[src/rtl/conv_lane_collector.sv]
// Collects results from P convolution lanes into per-lane FIFOs and replays them
// as one in-order y[0..L-1] stream per frame on a single valid/ready port.
module conv_lane_collector #(
  parameter int P     = 4,
  parameter int T     = 16,
  parameter int L     = 32,
  parameter int DEPTH = 2
) (
  input  logic                  clk,
  input  logic                  reset,
  input  logic [P*T-1:0]        lane_data,
  input  logic [P-1:0]          lane_valid,
  output logic [P-1:0]          lane_ready,
  output logic [T-1:0]          y_data,
  output logic                  y_valid,
  input  logic                  y_ready,
  output logic [$clog2(L)-1:0]  out_idx,
  output logic                  frame_done,
  output logic                  busy
);

  localparam int IW   = $clog2(L);
  localparam int PTRW = $clog2(P);
  localparam int AW   = (DEPTH > 1) ? $clog2(DEPTH) : 1;
  localparam int CW   = $clog2(DEPTH + 1);

  logic [PTRW-1:0] ptr_q, ptr_d;
  logic [IW-1:0]   idx_q, idx_d;
  logic            done_q, done_d;

  logic [P-1:0]    lane_nempty;
  logic [P-1:0]    pop_lane;
  logic [T-1:0]    head_data [P];
  logic            y_valid_raw;
  logic            pop;

  // One circular FIFO per lane; ready depends on stored occupancy only.
  for (genvar gi = 0; gi < P; gi++) begin : lane_g
    logic [T-1:0]  mem_q [DEPTH];
    logic [T-1:0]  mem_d [DEPTH];
    logic [AW-1:0] wr_q, wr_d, rd_q, rd_d;
    logic [CW-1:0] cnt_q, cnt_d;
    logic          push;

    assign lane_ready[gi]  = !reset && (cnt_q < CW'(DEPTH));
    assign push            = lane_valid[gi] && lane_ready[gi];
    assign lane_nempty[gi] = (cnt_q != '0);
    assign head_data[gi]   = mem_q[rd_q];
    assign pop_lane[gi]    = pop && (ptr_q == PTRW'(gi));

    always_comb begin
      mem_d = mem_q;
      wr_d  = wr_q;
      rd_d  = rd_q;
      cnt_d = cnt_q;
      if (push) begin
        mem_d[wr_q] = lane_data[gi*T +: T];
        wr_d        = (wr_q == AW'(DEPTH - 1)) ? '0 : wr_q + 1'b1;
      end
      if (pop_lane[gi]) begin
        rd_d = (rd_q == AW'(DEPTH - 1)) ? '0 : rd_q + 1'b1;
      end
      if (push && !pop_lane[gi]) begin
        cnt_d = cnt_q + 1'b1;
      end else if (!push && pop_lane[gi]) begin
        cnt_d = cnt_q - 1'b1;
      end
    end

    always_ff @(posedge clk) begin
      mem_q <= mem_d;
      if (reset) begin
        wr_q  <= '0;
        rd_q  <= '0;
        cnt_q <= '0;
      end else begin
        wr_q  <= wr_d;
        rd_q  <= rd_d;
        cnt_q <= cnt_d;
      end
    end
  end

  assign y_valid_raw = lane_nempty[ptr_q];
  assign pop         = !reset && y_valid_raw && y_ready;

  // Frame end always returns to lane 0, even when L is not a multiple of P.
  always_comb begin
    ptr_d  = ptr_q;
    idx_d  = idx_q;
    done_d = 1'b0;
    if (pop) begin
      if (idx_q == IW'(L - 1)) begin
        idx_d  = '0;
        ptr_d  = '0;
        done_d = 1'b1;
      end else begin
        idx_d = idx_q + 1'b1;
        ptr_d = (ptr_q == PTRW'(P - 1)) ? '0 : ptr_q + 1'b1;
      end
    end
  end

  always_ff @(posedge clk) begin
    if (reset) begin
      ptr_q  <= '0;
      idx_q  <= '0;
      done_q <= 1'b0;
    end else begin
      ptr_q  <= ptr_d;
      idx_q  <= idx_d;
      done_q <= done_d;
    end
  end

  assign y_valid    = !reset && y_valid_raw;
  assign y_data     = reset ? '0 : head_data[ptr_q];
  assign out_idx    = reset ? '0 : idx_q;
  assign frame_done = !reset && done_q;
  assign busy       = !reset && ((|lane_nempty) || (idx_q != '0));

endmodule

[config.mk]
export PLATFORM = sky130hd
export DESIGN_NAME = conv_lane_collector
export DESIGN_NICKNAME = d
export VERILOG_FILES = /design/src/rtl/conv_lane_collector.sv
export SDC_FILE = /design/constraint.sdc
export NUM_CORES = 1
export LEC_CHECK = 0
export CAP_MARGIN = 20
export CORE_MARGIN = 2
export CORE_UTILIZATION = 50
export DETAILED_ROUTE_END_ITERATION = 6
export MAX_ROUTING_LAYER = met4
export PLACE_DENSITY = 0.75
export REMOVE_ABC_BUFFERS = 1
export SETUP_SLACK_MARGIN = 0.5
export SLEW_MARGIN = 10
export SYNTH_ARGS = -nofsm -noshare
export SYNTH_HDL_FRONTEND = slang
export SYNTH_SLANG_ARGS = --single-unit
[constraint.sdc]
create_clock -name clk -period 5.3 [get_ports clk]
set_clock_uncertainty 0.05 [all_clocks]
set_input_delay 1.06 -clock clk [delete_from_list [all_inputs] [get_ports clk]]
set_output_delay 1.06 -clock clk [all_outputs]
set_load 0.02 [all_outputs]
# Word-level counts from Yosys, hierarchy flattened
# Index checks and enable logic that the tools add are counted.
[word_totals] out_inout_bits=28 inputBits=71 regBits=152
[classes] n_eq_ne=4 bitwise=10 n_mux=51 addsub=18 n_lt_le_gt_ge=18 reduce_logical=50
[op_table] cell="16-bit two-way mux" count=19
[op_table] cell="32-bit bitwise mux" count=4
[op_table] cell="16-bit demux with 1-bit select" count=4
[op_table] cell="16-bit binary-select mux with 2-bit select" count=1
[op_table] cell="1-bit logical AND" count=28
[op_table] cell="2-bit two-way mux" count=10
[op_table] cell="2-bit greater-or-equal comparator, second input constant" count=8
[op_table] cell="1-bit NOT with 2-bit output" count=8
[op_table] cell="2-bit nonzero test" count=8
[op_table] cell="2-bit by 1-bit adder with 2-bit output, second input constant" count=5
[op_table] cell="1-bit two-way mux" count=10
[op_table] cell="5-bit two-way mux" count=2
[op_table] cell="1-bit logical NOT" count=9
[op_table] cell="1-bit adder, second input constant" count=8
[op_table] cell="2-bit by 1-bit less-than comparator with 1-bit output, second input constant" count=4
[op_table] cell="2-bit less-than comparator, second input constant" count=4
[op_table] cell="2-bit by 1-bit subtractor with 2-bit output, second input constant" count=4
[op_table] cell="5-bit by 1-bit adder with 5-bit output, second input constant" count=1
[op_table] cell="5-bit equality test, second input constant" count=1
[op_table] cell="5-bit nonzero test" count=1
[op_table] cell="2-bit equality test, second input constant" count=2
[op_table] cell="4-bit OR reduction" count=1
[op_table] cell="3-bit greater-or-equal comparator, second input constant" count=1
[op_table] cell="2-bit by 3-bit less-than comparator with 1-bit output, second input constant" count=1
[op_table] cell="7 further kinds" count=7

# Logic depth before layout (Yosys ltp)
# Gate-level depths: netlist of the first run.
[logic_depth] depth_word=9 ltp_mapped=9

# Least setup slack after synthesis of the first run
# No wires, ideal clock.
[synth_path] path_kind="in2out" startpoint="in reset" endpoint="out busy" arrival_ps=2027 slack_ps=2163 cell_stages=4 path_cell_list="clkbuf_1 -> clkbuf_1 -> clkbuf_1 -> a41oi_1"
[synth_via] elab_chain_cells=2
[synth_rtl] element="start, declared" line="10" source="input logic reset,"
[synth_rtl] element="1-bit logical NOT" line="120" source="assign busy = !reset && ((|lane_nempty) || (idx_q != '0));"
[synth_rtl] element="1-bit logical AND" line="120"
[synth_rtl] element="end, declared" line="19" source="output logic busy"
# Every way passes these cells.

# Worst setup path after layout of the first run
[layout_path] startpoint="reg lane_g[3].rd_q" endpoint="out y_data[7]"
[layout_via] elab_chain_cells=8
[layout_rtl] element="start, declared" line="41" source="logic [AW-1:0] wr_q, wr_d, rd_q, rd_d;"
[layout_rtl] element="start signal, assigned" line="78" source="rd_q <= rd_d;"
[layout_rtl] element="1-bit NOT with 2-bit output (not written as such)" line="48" source="assign head_data[gi] = mem_q[rd_q];"
[layout_rtl] element="16-bit two-way mux (not written as such) (3 in a row)" line="48"
[layout_rtl] element="16-bit binary-select mux with 2-bit select" line="117" source="assign y_data = reset ? '0 : head_data[ptr_q];"
[layout_rtl] element="16-bit two-way mux (not written as such) (2 in a row)" line="117"
[layout_rtl] element="16-bit two-way mux" line="117"
[layout_rtl] element="end, declared" line="14" source="output logic [T-1:0] y_data,"
# Every way passes these cells. The select of a mux whose other input is x is not followed.

==> results.md, run 1 <==
| Step | Metric | Value |
|:---|:---|:---|
| timing | Count of endpoints failing hold in the final timing report | 0 |
| timing | Final TNS setup | 0 ns |
| timing | Top achievable clock speed | 0.245 GHz |
| timing | Number of endpoints failing setup at the final stage | 0 |
| layout | Count of inserted antenna diode cells | 0 |
| worst setup path | Termination of the worst setup path | y_data[7] |
| grt | Gr usage total | 0.204 |
| logic synthesis | Sequential fraction of the synthesis area | 0.688 |
| detailed routing | Count of unresolved DRC violations after routing | 0 |
| floorplanning | Starting Density | 0.517 |
| floorplanning | Number of top-level pins | 99 |
| timing | Rel. slew slack | 0.307 |
| cts | Register clock-pin slew on the reported worst setup and hold paths | 0.06 ns |
| place | PortBufs | 98 |
| logic synthesis | Share of the synthesized area in the top cell type | 0.612 |
| timing | RSZ-0062 raised after global routing | false |
| min path | Type of the most critical hold path | reg2reg |
| detailed routing | Vias | 3593 |
| job | MaxCap Viol Count | 0 |
| place | GP Congestion | 0.822 |
| logic synthesis | Ys flop type | edfxtp_1 |
| logic synthesis | Top area cells in the synthesized netlist | edfxtp_1 61%, mux2i_1 10%, dfxtp_1 7.6%, mux4_2 6.1%, nor2_1 2.6% |
| power | Maximum ir drop on the vdd rail | 0.000203 V |
| cts | Number of buffers inserted by hold repair at cts | 0 |
| timing | Post-layout minimum cycle time | 4.08 ns |
| detailed routing | Initial DRT Pass Iterations | 4 |
| power | Pleak | 2.72 nW |
| grt | Grt total ovfl | 0 |
| detailed routing | WL per Instance | 18.9 microns |
| cts | # resized after CTS | 0 |
| timing | Slew @ Worst Pin | 1.04 ns |
| cts | Count of buffers added by post-CTS timing repair for setup | 0 |
| cts | Root buf cell | clkbuf_16 |
| timing | Setup slack of the critical path after layout | 1.22 ns |
| timing | Pins Over Slew Limit | 0 |
| detailed routing | Number of antenna-violating nets in the routed design | 0 |
| detailed routing | Initial DRC Count | 429 |
| worst setup path | Depth of the most critical reg-to-reg path | 7 |
| floorplanning | Area enclosed by the die boundary | 0.0135 sq mm |
| logic synthesis | Leading area contributor after synthesis | edfxtp_1 |
| cts | CTS Sinks | 152 |
| layout | Synthesis-to-finish area growth | 27.3% |
| worst setup path | Critical path arrival | 2.97 ns |
| power | Power density over the cells | 392 mW/mm^2 |
| logic synthesis | Library cell with the highest instance count after synthesis | edfxtp_1 |
| worst setup path | Register-to-register setup slack | 1.92 ns |
| floorplanning | Die Span X | 116 microns |
| cts | Source-to-sink clock delay at the later pin of the worst-skew pair | 0.41 ns |
| layout | Fraction of final layout cells sized beyond drive strength 1 | 0.113 |
| floorplanning | Number of rows created at floorplan | 40 |
| cts | Number of H-tree branching levels | 4 |
| layout | Number of nets in the finished design | 581 |
| logic synthesis | Number of distinct library cell variants in the gate-level netlist after synthesis | 30 |
| cts | TritonCTS Buffers | 17 |
| place | Worst slack at placement | 1.60 ns |
| logic synthesis | Count of synthesis-stage warnings from yosys | 0 |
| logic synthesis | Average cell area after synthesis | 15.9 sq um |
| worst setup path | Crit path capture type | output port |
| worst setup path | Setup crit start | lane_g[3].rd_q$_SDFFE_PP0P_ |
| place | DP Wirelength | 9.11 mm |
| logic synthesis | Post-synthesis sequential element count | 152 |
| worst setup path | CP required | 4.19 ns |
| floorplanning | Die height | 116 microns |
| logic synthesis | Commonest cells in the netlist | 128 x edfxtp_1, 64 x mux2i_1, 44 x nor2_1 |
| worst setup path | Worst reg2reg path endpoint | lane_g[1].cnt_q[1]$_SDFFE_PP0P_ |
| logic synthesis | Synth Cell Area | 0.00628 sq mm |
| worst setup path | Critical Path Source Type | flop |
| detailed routing | Routed wire length | 12.9 mm |
| timing | Final critical-path share of the clock period | 0.771 |
| cts | Maximum count of clock buffers along a single path | 2 |
| worst setup path | Maximum fanout along the worst path | 18 |
| grt | Antenna violations before repair | 0 |
| grt | Number of global-route vias before repair | 3491 |
| logic synthesis | Async set-or-reset flop fraction in the synthesized netlist | 0 |
| grt | First-pass GRT wire length | 19.1 mm |
| floorplanning | Placeable core region | 0.0122 sq mm |
| status | Outcome | finished, final reports clean |
| worst setup path | Path type of the worst setup path | reg2out |
| logic synthesis | Gate count after technology mapping | 396 |
| logic synthesis | Number of synthesized flops with an enable pin | 128 |
| worst setup path | Reg-to-Reg Start | ptr_q[0]$_SDFFE_PP0P_ |
| cts | Clock tree from TritonCTS | done |
| grt | Largest net degree at the start of global routing | 53 |
| detailed routing | Average vias per placed instance | 5.28 |
| layout | Core Util, Final | 0.658 |
worst min path at each step:
stage,start,endpoint,slack [ns],cells after the start
floorplan,lane_g[0].cnt_q[1]$_SDFFE_PP0P_,lane_g[0].cnt_q[1]$_SDFFE_PP0P_,0.42,2
global placement,lane_g[2].cnt_q[1]$_SDFFE_PP0P_,lane_g[2].cnt_q[1]$_SDFFE_PP0P_,0.43,2
detailed placement,lane_g[2].cnt_q[1]$_SDFFE_PP0P_,lane_g[2].cnt_q[1]$_SDFFE_PP0P_,0.47,2
CTS,lane_g[2].cnt_q[1]$_SDFFE_PP0P_,lane_g[2].cnt_q[1]$_SDFFE_PP0P_,0.48,2
global route,lane_g[2].cnt_q[1]$_SDFFE_PP0P_,lane_g[2].cnt_q[1]$_SDFFE_PP0P_,0.52,2
finish,lane_g[2].cnt_q[1]$_SDFFE_PP0P_,lane_g[2].cnt_q[1]$_SDFFE_PP0P_,0.48,2
final cells by class:
cell class | instances | area [sq um]
tap | 168 | 210
sequential | 152 | 4320
clock buffer | 18 | 429
multi-input combinational | 216 | 1830
timing repair buffer | 102 | 1010
clock inverter | 14 | 160
inverter | 10 | 37.5
fill | 859 | 4170
layout by cell type (no fill, tap or decap), types with 2 or more instances in the layout:
cell	Yosys	routed
bufinv_16	0	2
xor2_1	12	12
ha_1	11	11
and3_1	6	6
or4_1	4	4
clkbuf_16	0	17
a21oi_1	4	4
o211ai_1	4	4
mux4_2	17	17
dfxtp_1	24	24
clkdlybuf4s50_1	0	97
mux2i_1	64	64
inv_6	0	6
o21ai_0	10	10
nor2_1	44	44
edfxtp_1	128	128
buf_4	2	4
mux2_2	3	3
nor2b_1	4	4
inv_1	9	9
nand2_1	19	19
clkinvlp_4	0	3
or3_1	7	7
sequential cells by signal, summed over array words and instances (netlist names):
| signal | count |
|---|---|
| lane_g.rd_q | 4 |
| lane_g.cnt_q | 8 |
| lane_g.mem_q | 128 |
| lane_g.wr_q | 4 |
| idx_q | 5 |
| ptr_q | 2 |
| done_q | 1 |
critical path, stage by stage, from the launching register on:
cell	delay [ns]
dfxtp_1	1.00
mux2i_1	0.30
mux4_2	0.51
nor2_1	0.11
clkdlybuf4s50_1	0.62
metrics by stage:
step | instances | total power [W] | hold slack (ns) | instance area [sq um]
3_5_place_dp | 648 | 0.00196 | 0.474 | 7410
5_1_grt | 680 | 0.00325 | 0.516 | 8000
6_report | 680 | 0.00314 | 0.477 | 8000
3_3_place_gp | 647 | 0.00195 | 0.434 | 7400
4_1_cts | 680 | 0.00316 | 0.482 | 8000
2_1_floorplan | 378 | 0.00174 | 0.416 | 6190
kinds of logic after synthesis:
family          count (synthesis)  share of synthesized area
flops                         152                      0.688
compound gates                 21                     0.0199
buf+inv                        28                     0.0207
simple gates                   88                     0.0643
xor+xnor                       12                     0.0167
mux                            84                      0.168
fa+ha+maj                      11                     0.0219
power by group:
group          internal [W]  switching, W
Sequential          0.00137     0.0000592
Clock              0.000705      0.000492
Combinational      0.000263      0.000251
per-layer routing:
layer,GRT usage,vias to the layer above,share of wire
met3,0.0488,13,0.064
met2,0.292,131,0.46
met4,0.0635,0,0.012
met1,0.295,1735,0.46
li1,-,1714,-
met5,-,-,0
Power figures use the tool's default switching activity.
==> inputs of run 2 (changes only) <==
Settings changed: CORE_UTILIZATION 50 to 48.
Clock period 5.3 ns to 3.3 ns, I/O delays scaled along.
==> results.md, run 2 (same netlist as run 1, synthesis figures left out) <==
| Step | Metric | Value |
|:---|:---|:---|
| status | Outcome | finished, final reports clean |
| power | Power after layout | 0.00506 W |
| timing | Pins Over Slew Limit | 0 |
| grt | Met3 demand-to-capacity share in global routing | 0.0574 |
| cts | Register clock-pin slew on the reported worst setup and hold paths | 0.06 ns |
| cts | Maximum count of clock buffers along a single path | 2 |
| timing | Number of endpoints failing setup at the final stage | 0 |
| cts | Number of H-tree branching levels | 4 |
| floorplanning | Die Span X | 118 microns |
| power | Power density over the cells | 623 mW/mm^2 |
| timing | Post-layout minimum cycle time | 2.73 ns |
| floorplanning | Number of rows created at floorplan | 41 |
| detailed routing | Count of unresolved DRC violations after routing | 0 |
| timing | Count of endpoints failing hold in the final timing report | 0 |
| cts | Source-to-sink clock delay at the later pin of the worst-skew pair | 0.42 ns |
| grt | Largest net degree at the start of global routing | 43 |
| floorplanning | Number of top-level pins | 99 |
| power | Maximum ir drop on the vdd rail | 0.000412 V |
| job | MaxCap Viol Count | 0 |
| worst setup path | CP required | 2.59 ns |
| grt | Met2 Usage GRT | 0.309 |
| layout | Count of inserted antenna diode cells | 0 |
| grt | Antenna violations before repair | 0 |
| layout | Synthesis-to-finish area growth | 29.2% |
| detailed routing | Average vias per placed instance | 5.38 |
| detailed routing | WL per Instance | 19.5 microns |
| layout | Number of flip-flops in the largest register | 128 |
| timing | Rel. slew slack | 0.475 |
| floorplanning | Area enclosed by the die boundary | 0.0140 sq mm |
| cts | CTS Sinks | 152 |
| floorplanning | Placeable core region | 0.0127 sq mm |
| worst setup path | Critical Path Source Type | flop |
| power | Fraction of power consumed by combinational cells | 0.179 |
| cts | Number of buffers inserted by hold repair at cts | 0 |
| layout | Biggest registers after layout | lane_g.mem_q (128), lane_g.cnt_q (8), idx_q (5) |
| grt | Number of global-route vias before repair | 3843 |
| grt | Global route hottest layer | met2 |
| grt | Met1 capacity usage during global routing | 0.288 |
| detailed routing | Routed wire length | 13.6 mm |
| worst setup path | Maximum fanout along the worst path | 12 |
| timing | Final TNS setup | 0 ns |
| power | Internal power summed over all cells | 0.00381 W |
| cts | Clock tree from TritonCTS | done |
| power | Reg power frac | 0.444 |
| detailed routing | Vias | 3761 |
| layout | Number of nets in the finished design | 597 |
| place | PortBufs | 98 |
| min path | Type of the most critical hold path | reg2reg |
| cts | Root buf cell | clkbuf_16 |
| grt | First-pass GRT wire length | 21.3 mm |
| floorplanning | Die height | 118 microns |
| power | Fraction of power spent switching nets | 0.248 |
| power | Clk pwr share | 0.377 |
| power | NetSw | 0.00125 W |
| detailed routing | Initial DRC Count | 374 |
| place | DP Wirelength | 9.66 mm |
| layout | Most frequent standard cell in the layout excluding fill and tap cells | edfxtp_1 |
| timing | Final critical-path share of the clock period | 0.828 |
| worst setup path | Critical path arrival | 2.02 ns |
| grt | Gr usage total | 0.212 |
| worst setup path | Path type of the worst setup path | reg2out |
| detailed routing | Number of antenna-violating nets in the routed design | 0 |
| detailed routing | Initial DRT Pass Iterations | 5 |
| grt | Grt total ovfl | 0 |
| layout | Fraction of final layout cells sized beyond drive strength 1 | 0.171 |
| place | GP Congestion | 0.840 |
| layout | Top library cells by usage in the layout, fill and taps aside | 128 x edfxtp_1, 79 x clkdlybuf4s50_1, 64 x mux2i_1, 44 x nor2_1, 22 x dfxtp_1 |
| timing | RSZ-0062 raised after global routing | true |
| cts | TritonCTS Buffers | 17 |
| floorplanning | Starting Density | 0.494 |
| worst setup path | Crit path capture type | output port |
| power | Pleak | 2.82 nW |
| timing | Top achievable clock speed | 0.366 GHz |
| layout | Most flop-heavy register | lane_g.mem_q |
| timing | Slew @ Worst Pin | 0.788 ns |
==> run 2: cell count changes in the layout (fill, tap and decap cells not counted), sizes merged <==
| cell | previous run | this run |
|---|---|---|
| buf | 5 | 20 |
| bufinv | 2 | 3 |
| clkbuf | 18 | 25 |
| clkdlybuf4s15 | 0 | 9 |
| clkdlybuf4s50 | 97 | 79 |
| clkinv | 2 | 7 |
| dlygate4sd2 | 0 | 2 |
| inv | 17 | 11 |
==> run 2: final cells by class <==
| cell class | instances | area, sq um |
|---|---|---|
| inverters | 10 | 37.5 |
| well taps | 172 | 215 |
| clock buffers | 17 | 425 |
| multi-input cells | 216 | 1830 |
| clock inverters | 14 | 158 |
| repair buffers | 118 | 1120 |
| flip-flops and latches | 152 | 4330 |
| fillers | 952 | 4600 |
==> run 2: through the flow <==
step | setup WS [ns] | util | instances | instance area, sq um | hold slack, ns
floorplan | 0.541 | - | 378 | 6190 | 0.416
global placement | 0.481 | 0.591 | 667 | 7520 | 0.432
detailed placement | 0.423 | 0.591 | 667 | 7520 | 0.457
CTS | 0.442 | 0.639 | 699 | 8140 | 0.464
global route | 0.465 | 0.638 | 699 | 8120 | 0.497
finish | 0.568 | 0.638 | 699 | 8120 | 0.461
==> run 2: timing repair <==
| item | in CTS | in global routing |
|---|---|---|
| endpoints found under the setup margin | 18 | 20 |
| buffers inserted | 1 | 0 |
| resized for setup | 45 | 15 |
==> run 2: power groups by stage <==
stage	registers (W)	logic [W]	clock network [W]
after floorplan	0.00231	0.000479	0
after global placement	0.00228	0.000895	0
after detailed placement	0.00228	0.000912	0
after CTS	0.00225	0.000911	0.00193
after global routing	0.00226	0.000973	0.00201
final	0.00225	0.000903	0.00191
==> run 2: per-layer routing <==
metal	vias to the layer above	wire, microns
li1	1735	-
met1	1858	6180
met2	147	6340
met3	21	871
met4	0	247
met5	-	0
==> run 2: path summary, 6_finish.rpt <==
kind         cells past startpoint                         endpoint                       startpoint  slack, ns
min reg2reg                      2  lane_g[2].cnt_q[1]$_SDFFE_PP0P_  lane_g[2].cnt_q[1]$_SDFFE_PP0P_       0.46
min                              2  lane_g[2].cnt_q[1]$_SDFFE_PP0P_  lane_g[2].cnt_q[1]$_SDFFE_PP0P_       0.46
max reg2reg                      8  lane_g[0].cnt_q[1]$_SDFFE_PP0P_  lane_g[0].cnt_q[0]$_SDFFE_PP0P_       0.74
max                              5                       y_data[15]      lane_g[3].rd_q$_SDFFE_PP0P_       0.57
==> run 2: critical path, stage by stage (launching register included) <==
cell and delay (ns):
dfxtp_4 0.41, buf_8 0.19, mux2i_1 0.11, mux4_2 0.46, nor2_1 0.11, clkdlybuf4s15_1 0.32
